--- src/rtl/alu_driver_if.sv ---
// Request, response and ALU-side signal bundle for alu_driver.
// The slave modport is the driver itself; master is the surrounding datapath plus the ALU.
interface alu_driver_if;
  logic        reqValid;
  logic        reqReady;
  logic [3:0]  reqOp;
  logic [63:0] reqA;
  logic [63:0] reqB;
  logic [3:0]  reqTag;

  logic [63:0] aluFirst;
  logic [63:0] aluSecond;
  logic [3:0]  aluOp;
  logic [63:0] aluResult;
  logic        aluCarry;

  logic        rspValid;
  logic        rspReady;
  logic [63:0] rspData;
  logic        rspCarry;
  logic [3:0]  rspTag;
  logic        rspError;

  logic [15:0] opCount;
  logic [7:0]  errCount;

  modport master (
    output reqValid, reqOp, reqA, reqB, reqTag, rspReady, aluResult, aluCarry,
    input  reqReady, aluFirst, aluSecond, aluOp,
    input  rspValid, rspData, rspCarry, rspTag, rspError, opCount, errCount
  );

  modport slave (
    input  reqValid, reqOp, reqA, reqB, reqTag, rspReady, aluResult, aluCarry,
    output reqReady, aluFirst, aluSecond, aluOp,
    output rspValid, rspData, rspCarry, rspTag, rspError, opCount, errCount
  );
endinterface

--- src/rtl/alu_driver.sv ---
// Buffers ALU requests in a FIFO, drives the combinational ALU, waits a settle interval and returns results in order.
// Optional response statistics counters are built when ALU_DRV_STATS_EN is defined.
module alu_driver #(
  parameter int SETTLE_CYCLES = 2,
  parameter int FIFO_DEPTH    = 4
) (
  input logic         clk,
  input logic         rstN,
  alu_driver_if.slave bus
);

  typedef enum logic [1:0] {IDLE, SETTLE, RESPOND} state_t;

  typedef struct packed {
    logic [3:0]  op;
    logic [63:0] a;
    logic [63:0] b;
    logic [3:0]  tag;
  } req_t;

  localparam int PTR_W = $clog2(FIFO_DEPTH);
  localparam int CNT_W = $clog2(SETTLE_CYCLES + 1);

  req_t             mem_q [FIFO_DEPTH];
  logic [PTR_W:0]   wrPtr_q, rdPtr_q;
  logic             full, empty, push, pop;
  req_t             head;
  logic             headLegal, headErr;

  state_t           state_q, state_d;
  logic [CNT_W-1:0] cnt_q, cnt_d;
  logic [3:0]       heldTag_q, heldTag_d;
  logic [63:0]      aluFirst_q, aluFirst_d, aluSecond_q, aluSecond_d;
  logic [3:0]       aluOp_q, aluOp_d;
  logic [63:0]      rspData_q, rspData_d;
  logic             rspCarry_q, rspCarry_d, rspError_q, rspError_d;
  logic [3:0]       rspTag_q, rspTag_d;

  // Extra pointer bit distinguishes full from empty when the indices match.
  assign empty = (wrPtr_q == rdPtr_q);
  assign full  = (wrPtr_q[PTR_W] != rdPtr_q[PTR_W]) &&
                 (wrPtr_q[PTR_W-1:0] == rdPtr_q[PTR_W-1:0]);
  assign push  = bus.reqValid && !full;
  assign head  = mem_q[rdPtr_q[PTR_W-1:0]];

  always_ff @(posedge clk) begin
    if (push) mem_q[wrPtr_q[PTR_W-1:0]] <= {bus.reqOp, bus.reqA, bus.reqB, bus.reqTag};
  end

  always_ff @(posedge clk or negedge rstN) begin
    if (!rstN) begin
      wrPtr_q <= '0;
      rdPtr_q <= '0;
    end else begin
      if (push) wrPtr_q <= wrPtr_q + (PTR_W+1)'(1);
      if (pop)  rdPtr_q <= rdPtr_q + (PTR_W+1)'(1);
    end
  end

  always_comb begin
    headLegal = 1'b0;
    case (head.op)
      4'b0000, 4'b0001, 4'b0010, 4'b0011, 4'b0111,
      4'b1000, 4'b1001, 4'b1010, 4'b1100: headLegal = 1'b1;
      default:                            headLegal = 1'b0;
    endcase
  end

  assign headErr = !headLegal || ((head.op == 4'b0011) && (head.b == '0));

  always_ff @(posedge clk or negedge rstN) begin
    if (!rstN) begin
      state_q     <= IDLE;
      cnt_q       <= '0;
      heldTag_q   <= '0;
      aluFirst_q  <= '0;
      aluSecond_q <= '0;
      aluOp_q     <= '0;
      rspData_q   <= '0;
      rspCarry_q  <= 1'b0;
      rspError_q  <= 1'b0;
      rspTag_q    <= '0;
    end else begin
      state_q     <= state_d;
      cnt_q       <= cnt_d;
      heldTag_q   <= heldTag_d;
      aluFirst_q  <= aluFirst_d;
      aluSecond_q <= aluSecond_d;
      aluOp_q     <= aluOp_d;
      rspData_q   <= rspData_d;
      rspCarry_q  <= rspCarry_d;
      rspError_q  <= rspError_d;
      rspTag_q    <= rspTag_d;
    end
  end

  // A pop is taken from IDLE or on the response handshake, so back-to-back requests lose no cycle.
  always_comb begin
    state_d     = state_q;
    cnt_d       = cnt_q;
    heldTag_d   = heldTag_q;
    aluFirst_d  = aluFirst_q;
    aluSecond_d = aluSecond_q;
    aluOp_d     = aluOp_q;
    rspData_d   = rspData_q;
    rspCarry_d  = rspCarry_q;
    rspError_d  = rspError_q;
    rspTag_d    = rspTag_q;
    pop         = 1'b0;

    case (state_q)
      SETTLE: begin
        if (cnt_q == CNT_W'(1)) begin
          cnt_d      = '0;
          rspData_d  = bus.aluResult;
          rspCarry_d = (aluOp_q == 4'b0000) && bus.aluCarry;
          rspError_d = 1'b0;
          rspTag_d   = heldTag_q;
          state_d    = RESPOND;
        end else begin
          cnt_d = cnt_q - CNT_W'(1);
        end
      end
      RESPOND: if (bus.rspReady) state_d = IDLE;
      default: ;
    endcase

    if (!empty && ((state_q == IDLE) || ((state_q == RESPOND) && bus.rspReady))) begin
      pop = 1'b1;
      if (headErr) begin
        rspData_d  = '0;
        rspCarry_d = 1'b0;
        rspError_d = 1'b1;
        rspTag_d   = head.tag;
        state_d    = RESPOND;
      end else begin
        aluFirst_d  = head.a;
        aluSecond_d = head.b;
        aluOp_d     = head.op;
        heldTag_d   = head.tag;
        cnt_d       = CNT_W'(SETTLE_CYCLES);
        state_d     = SETTLE;
      end
    end
  end

  assign bus.reqReady  = !full;
  assign bus.aluFirst  = aluFirst_q;
  assign bus.aluSecond = aluSecond_q;
  assign bus.aluOp     = aluOp_q;
  assign bus.rspValid  = (state_q == RESPOND);
  assign bus.rspData   = rspData_q;
  assign bus.rspCarry  = rspCarry_q;
  assign bus.rspTag    = rspTag_q;
  assign bus.rspError  = rspError_q;

`ifdef ALU_DRV_STATS_EN
  logic [15:0] opCount_q;
  logic [7:0]  errCount_q;
  logic        rspFire;

  assign rspFire = (state_q == RESPOND) && bus.rspReady;

  always_ff @(posedge clk or negedge rstN) begin
    if (!rstN) begin
      opCount_q  <= '0;
      errCount_q <= '0;
    end else if (rspFire) begin
      if (opCount_q != 16'hFFFF) opCount_q <= opCount_q + 16'd1;
      if (rspError_q && (errCount_q != 8'hFF)) errCount_q <= errCount_q + 8'd1;
    end
  end

  assign bus.opCount  = opCount_q;
  assign bus.errCount = errCount_q;
`else
  assign bus.opCount  = '0;
  assign bus.errCount = '0;
`endif

endmodule

--- src/flat_wrapper.sv ---
// flat-port wrapper written by rule: the top's interface ports become plain ports
module alu_driver_flat 
#(
  parameter int SETTLE_CYCLES = 2,
  parameter int FIFO_DEPTH    = 4
)
  (clk, rstN, bus_reqValid, bus_reqOp, bus_reqA, bus_reqB, bus_reqTag, bus_rspReady, bus_aluResult, bus_aluCarry, bus_reqReady, bus_aluFirst, bus_aluSecond, bus_aluOp, bus_rspValid, bus_rspData, bus_rspCarry, bus_rspTag, bus_rspError, bus_opCount, bus_errCount);
  alu_driver_if bus_i ();
  input logic clk;
  input logic rstN;
  input wire logic [$bits(bus_i.reqValid)-1:0] bus_reqValid;
  input wire logic [$bits(bus_i.reqOp)-1:0] bus_reqOp;
  input wire logic [$bits(bus_i.reqA)-1:0] bus_reqA;
  input wire logic [$bits(bus_i.reqB)-1:0] bus_reqB;
  input wire logic [$bits(bus_i.reqTag)-1:0] bus_reqTag;
  input wire logic [$bits(bus_i.rspReady)-1:0] bus_rspReady;
  input wire logic [$bits(bus_i.aluResult)-1:0] bus_aluResult;
  input wire logic [$bits(bus_i.aluCarry)-1:0] bus_aluCarry;
  output wire logic [$bits(bus_i.reqReady)-1:0] bus_reqReady;
  output wire logic [$bits(bus_i.aluFirst)-1:0] bus_aluFirst;
  output wire logic [$bits(bus_i.aluSecond)-1:0] bus_aluSecond;
  output wire logic [$bits(bus_i.aluOp)-1:0] bus_aluOp;
  output wire logic [$bits(bus_i.rspValid)-1:0] bus_rspValid;
  output wire logic [$bits(bus_i.rspData)-1:0] bus_rspData;
  output wire logic [$bits(bus_i.rspCarry)-1:0] bus_rspCarry;
  output wire logic [$bits(bus_i.rspTag)-1:0] bus_rspTag;
  output wire logic [$bits(bus_i.rspError)-1:0] bus_rspError;
  output wire logic [$bits(bus_i.opCount)-1:0] bus_opCount;
  output wire logic [$bits(bus_i.errCount)-1:0] bus_errCount;
  assign bus_i.reqValid = bus_reqValid;
  assign bus_i.reqOp = bus_reqOp;
  assign bus_i.reqA = bus_reqA;
  assign bus_i.reqB = bus_reqB;
  assign bus_i.reqTag = bus_reqTag;
  assign bus_i.rspReady = bus_rspReady;
  assign bus_i.aluResult = bus_aluResult;
  assign bus_i.aluCarry = bus_aluCarry;
  assign bus_reqReady = bus_i.reqReady;
  assign bus_aluFirst = bus_i.aluFirst;
  assign bus_aluSecond = bus_i.aluSecond;
  assign bus_aluOp = bus_i.aluOp;
  assign bus_rspValid = bus_i.rspValid;
  assign bus_rspData = bus_i.rspData;
  assign bus_rspCarry = bus_i.rspCarry;
  assign bus_rspTag = bus_i.rspTag;
  assign bus_rspError = bus_i.rspError;
  assign bus_opCount = bus_i.opCount;
  assign bus_errCount = bus_i.errCount;
  alu_driver #(.SETTLE_CYCLES(SETTLE_CYCLES), .FIFO_DEPTH(FIFO_DEPTH)) u_core (.clk(clk), .rstN(rstN), .bus(bus_i));
endmodule
--- config.mk ---
export PLATFORM = sky130hd
export DESIGN_NAME = alu_driver_flat
export DESIGN_NICKNAME = d
export VERILOG_FILES = /design/src/rtl/alu_driver_if.sv /design/src/rtl/alu_driver.sv /design/src/flat_wrapper.sv
export SDC_FILE = /design/constraint.sdc
export NUM_CORES = 1
export LEC_CHECK = 0
export CORE_ASPECT_RATIO = 1.5
export CORE_UTILIZATION = 25
export CTS_CLUSTER_SIZE = 16
export DETAILED_ROUTE_END_ITERATION = 7
export GPL_TIMING_DRIVEN = 0
export SLEW_MARGIN = 20
export SYNTH_ARGS = -nofsm -noshare
export SYNTH_HDL_FRONTEND = slang
export SYNTH_SLANG_ARGS = --single-unit
--- constraint.sdc ---
create_clock -name clk -period 7.6 [get_ports clk]
set_input_delay 1.52 -clock clk [delete_from_list [all_inputs] [get_ports clk]]
set_output_delay 1.52 -clock clk [all_outputs]
set_load 0.01 [all_outputs]
==> run summary <==
The share of synthesized area spent on multiplexers is 17.5%. The deepest clock path buffer count is 3. The post-CTS setup buffer count came out at 0. The largest stage delay on the critical path is 0.81 ns. The ratio of total power to cell area came out at 264 nW/µm². The largest total area in the synthesized netlist belongs to sky130_fd_sc_hd__edfxtp_1. In this design, the critical path's most frequently occurring cell is sky130_fd_sc_hd__buf_2. Summing the areas of all and, or, nand and nor instances in the mapped netlist gives 2.79% of the synthesized area.

Summing the areas of all compound-gate instances in the mapped netlist gives 1.49% of the synthesized area. For this run, the number of Yosys warnings is 0. The post-cts sizing count came out at 0. The first global-routing pass estimated 111,000 µm of wire.

The detailed-placement wirelength estimate is 53,000 µm. The startpoint identified for the worst hold timing path is u_core.rdPtr_q[2]$_DFFE_PN0N_. The post-synthesis adder-cell area fraction came out at 0.391%. The tool flagged a number of max-cap violations equal to 0. The largest net degree at the start of global routing is 80. TritonCTS built the clock tree.

Relative to the synthesized area, the layout overhead comes to 31.5%. CTS placed an instance of sky130_fd_sc_hd__clkbuf_16 at the clock tree root. The final layout contains 2,163 nets.

The switching power of the nets came out at 2340 µW. The worst supply voltage drop on vdd came out at 0.214 mV. The via total after detailed routing came out at 14,900. The worst clock skew on the final layout came out at 0.0378 ns. The number of design rule violations left after detail routing is 0. The synthesized design contains 760 register bits. Traced cell by cell, the critical path runs through clkbuf_1, buf_1, mux4_2, nor4_1, nand4_1, nor3_1, a31o_1, buf_2, buf_2, buf_2, a21oi_1. The starting DRC count in detailed routing came out at 825. The sum of internal, switching and leakage power is 10,000 µW. The number of instances in the synthesized netlist came out at 1,422. The mean routed wirelength per cell is 21.5 µm.

The capture instance of the worst register-to-register path is u_core.bus.rspData[56]$_DFF_PN0_. The post-route standard cell area excluding fillers is 37,900 µm². Of all nets on the critical path, the largest fanout is 10. The final global-route overflow total came out at 0. For the pin with the worst max-slew slack, the measured transition is 1.01 ns.

The total iterations of the first detailed-routing run came out at 6. The routed wire length came out at 76,400 µm. Global routing used 13.1% of the available tracks across all layers.

The count of buffering cells on the critical path with inverters included came out at 5. The flow ran to the end, and the final reports show no timing, DRC or antenna violations. Of the total power, the share spent switching nets is 23.4%. Among all flip-flop cells after synthesis, the most frequent one is sky130_fd_sc_hd__edfxtp_1. Across all hold checks on the routed design, the worst slack comes to 0.496 ns. The clock drives 760 sinks.

The clock latency of the later-clocked register in the worst-skew pair came out at 0.66 ns. Using the TritonRoute via totals, the vias-per-cell ratio works out to 4.19. The final setup violation count is 0.

The static leakage came out at 0.0134 µW. The slack of the critical path came out at 2.56 ns. The count of buffers added on input and output ports is 408. Counting distinct cell types in the post-synthesis netlist gives 38. The mean instance size in the synthesized netlist came out at 20.3 µm². The startpoint identified for the worst register-to-register timing path is u_core.rdPtr_q[1]$_DFFE_PN0N_. The total clock buffers created by CTS came out at 79. For this design the top-level I/O count stands at 433. The share of synthesized flip-flops with an asynchronous set or reset is 28.4%.

The slowest cell on the critical path is sky130_fd_sc_hd__buf_1. The number of hold-slack violations in the final timing report is 0. The number of global-route vias before repair was 16,400. The sequential element share of the synthesized area came out at 75.5%. In this run the remaining antenna-violating nets after routing total 0.

Sequential cells burn 52.0% of the power. Once placement finished, the instance area stood at 35,300 µm². The worst path uses 66.3% of the clock period. The maximum clock frequency came out at 199 MHz. The xor and xnor area share after synthesis came out at 0.213%. The number of hold buffers added after cts came out at 0. The total area inside the core boundary comes to 114,000 µm². By instance count, the leading cell after synthesis is sky130_fd_sc_hd__edfxtp_1. The worst pin sits at a relative slew slack of 33.0%. The number of cells traversed by the worst register-to-register path came out at 11. Prior to clock tree synthesis, the placed netlist has a worst setup slack of 2.48 ns.

The starting density of the core is 25.2%. The post-route minimum period is 5.04 ns. The sort of element at the start of the critical path is a flop.

The die footprint came out at 117,000 µm². The end of the worst hold path is u_core.rdPtr_q[2]$_DFFE_PN0N_. In this design, the largest share of critical-path delay is due to buffers and inverters.

After synthesis, the largest area contributor takes up 56.7% of total cell area. The number of flops mapped to enable cells by yosys is 544. By area the synthesized netlist is led by sky130_fd_sc_hd__edfxtp_1 57%, sky130_fd_sc_hd__dfrtp_1 19%, sky130_fd_sc_hd__mux4_2 11%.

The post-CTS clock slew at the launch and capture registers of the worst setup and hold paths is 0.06 ns. The part of the total power dissipated in the clock network came out at 38.2%. The number of rows created at floorplan is 152. The maximum level of the CTS H-tree is 3. The fraction of final layout cells sized beyond drive strength 1 is 22.7%. The number of slew-limit violations in the final report is 0. The die is 279 µm wide. The post-synthesis cell area came out at 28,800 µm². The final weighted congestion of routability-driven global placement came out at 0.761. The minimum setup slack among reg-to-reg paths came out at 2.56 ns. The die outline height is 418 µm. The combinational share of power is 9.8%. At the worst endpoint, the required time is 8.12 ns.

Internal power comes to 7670 µW. The depth of the worst hold-timing path came out at 1. The type of the worst min-delay path is flop to flop.

The start-to-end type of the worst setup path is flop to flop. Once layout is complete, the utilization of the core stands at 33.1%. The combinational family with the most area after synthesis is multiplexers. By count the netlist is led by 544 x sky130_fd_sc_hd__edfxtp_1, 216 x sky130_fd_sc_hd__dfrtp_1, 148 x sky130_fd_sc_hd__nand2_1, 136 x sky130_fd_sc_hd__mux4_2, 107 x sky130_fd_sc_hd__mux2_4. The worst endpoint data arrival time is 5.56 ns. Setup repair after global routing left no endpoint under its margin. The kind of capture point of the worst setup path is a flop.

The initial antenna violation count is 20.
## sequential cells by signal, indices dropped and copies added, names as in the netlist
register and flops:
u_core.mem_q 544, u_core.bus.aluFirst 64, u_core.bus.aluSecond 64, u_core.bus.rspData 64, u_core.bus.aluOp 4, u_core.bus.rspTag 4, u_core.heldTag_q 4, u_core.rdPtr_q 3
u_core.wrPtr_q 3, u_core.cnt_q 2, u_core.state_q 2, u_core.bus.rspCarry 1, u_core.bus.rspError 1
## kinds of logic (layout without fill, tap and decap cells)
family	after synthesis	after routing
compound gates	81	81
xor+xnor	7	7
fa+ha+maj	9	9
buf+inv	99	668
flops	760	760
mux	277	277
other cells	1	29
simple gates	188	188
## power groups by stage
stage               Combinational, µW  Clock (µW)  Sequential [µW]
detailed placement               1010           0             5300
global route                     1060        4100             5250
floorplan                         451           0             5340
CTS                              1020        3960             5210
finish                            981        3820             5200
global placement                  870           0             5450
## placed cells by master (no fill, tap or decap), types with 8 or more instances in the layout
master,synthesis,layout
sky130_fd_sc_hd__clkbuf_8,0,8
sky130_fd_sc_hd__nor4_1,15,14
sky130_fd_sc_hd__buf_6,14,14
sky130_fd_sc_hd__mux2_2,25,25
sky130_fd_sc_hd__buf_4,27,28
sky130_fd_sc_hd__buf_2,13,13
sky130_fd_sc_hd__ha_1,9,9
sky130_fd_sc_hd__mux4_2,136,136
sky130_fd_sc_hd__clkdlybuf4s50_1,0,407
sky130_fd_sc_hd__a21oi_1,71,71
sky130_fd_sc_hd__edfxtp_1,544,544
sky130_fd_sc_hd__mux2_1,9,9
sky130_fd_sc_hd__buf_1,9,8
sky130_fd_sc_hd__conb_1,1,24
sky130_fd_sc_hd__mux2_4,107,107
sky130_fd_sc_hd__clkbuf_1,29,55
sky130_fd_sc_hd__clkbuf_16,0,81
sky130_fd_sc_hd__nand2_1,148,148
sky130_fd_sc_hd__buf_16,0,14
sky130_fd_sc_hd__dfrtp_1,216,216
## metrics by stage
step	instances	setup TNS, ns
6_report	3559	0
5_1_grt	3559	0
3_3_place_gp	3393	-2036.79
3_5_place_dp	3408	0
4_1_cts	3554	0
2_1_floorplan	1445	0
## worst max-delay path by stage
stage | cells past startpoint | slack (ns) | endpoint | from
after global routing | 11 | 2.37 | u_core.bus.rspData[55]$_DFF_PN0_ | u_core.rdPtr_q[1]$_DFFE_PN0N_
after CTS | 11 | 2.47 | u_core.bus.rspData[56]$_DFF_PN0_ | u_core.rdPtr_q[1]$_DFFE_PN0N_
final | 11 | 2.56 | u_core.bus.rspData[56]$_DFF_PN0_ | u_core.rdPtr_q[1]$_DFFE_PN0N_
after floorplan | 1 | 2.36 | u_core.mem_q[3][0]$_DFFE_PP_ | bus_reqValid
after detailed placement | 11 | 2.48 | u_core.bus.rspData[56]$_DFF_PN0_ | u_core.rdPtr_q[1]$_DFFE_PN0N_
after global placement | 1 | -5.67 | u_core.bus.rspData[33]$_DFF_PN0_ | rstN
## metal layers
metal / vias to the layer above / part of all wire (%) / track usage, %
met4: 20 / 3.3 / 5.93
met5: - / 0.16 / 0
met1: 7719 / 38 / 14.8
met2: 449 / 52 / 23.1
met3: 133 / 6.4 / 3.49
li1: 6583 / - / -
## worst register-to-register path: stages, from the launching register on
cell	delay, ns
sky130_fd_sc_hd__dfrtp_1	0.40
sky130_fd_sc_hd__clkbuf_1	0.47
sky130_fd_sc_hd__buf_1	0.81
sky130_fd_sc_hd__mux4_2	0.46
sky130_fd_sc_hd__nor4_1	0.47
sky130_fd_sc_hd__nand4_1	0.25
sky130_fd_sc_hd__nor3_1	0.62
sky130_fd_sc_hd__a31o_1	0.34
sky130_fd_sc_hd__buf_2	0.33
sky130_fd_sc_hd__buf_2	0.38
sky130_fd_sc_hd__buf_2	0.30
sky130_fd_sc_hd__a21oi_1	0.08
## layout make-up
class                      instances  area, µm²
fill                           10800      76400
clock inverter                    29        295
inverter                           7       26.3
antenna                            5       12.5
sequential                       760      21700
clock buffer                     117       2240
timing repair buffer             423       4480
multi-input combinational        586       6570
tap                             1540       1930
buffer                            92        572
No activity file was read; power rests on OpenSTA's default activity.
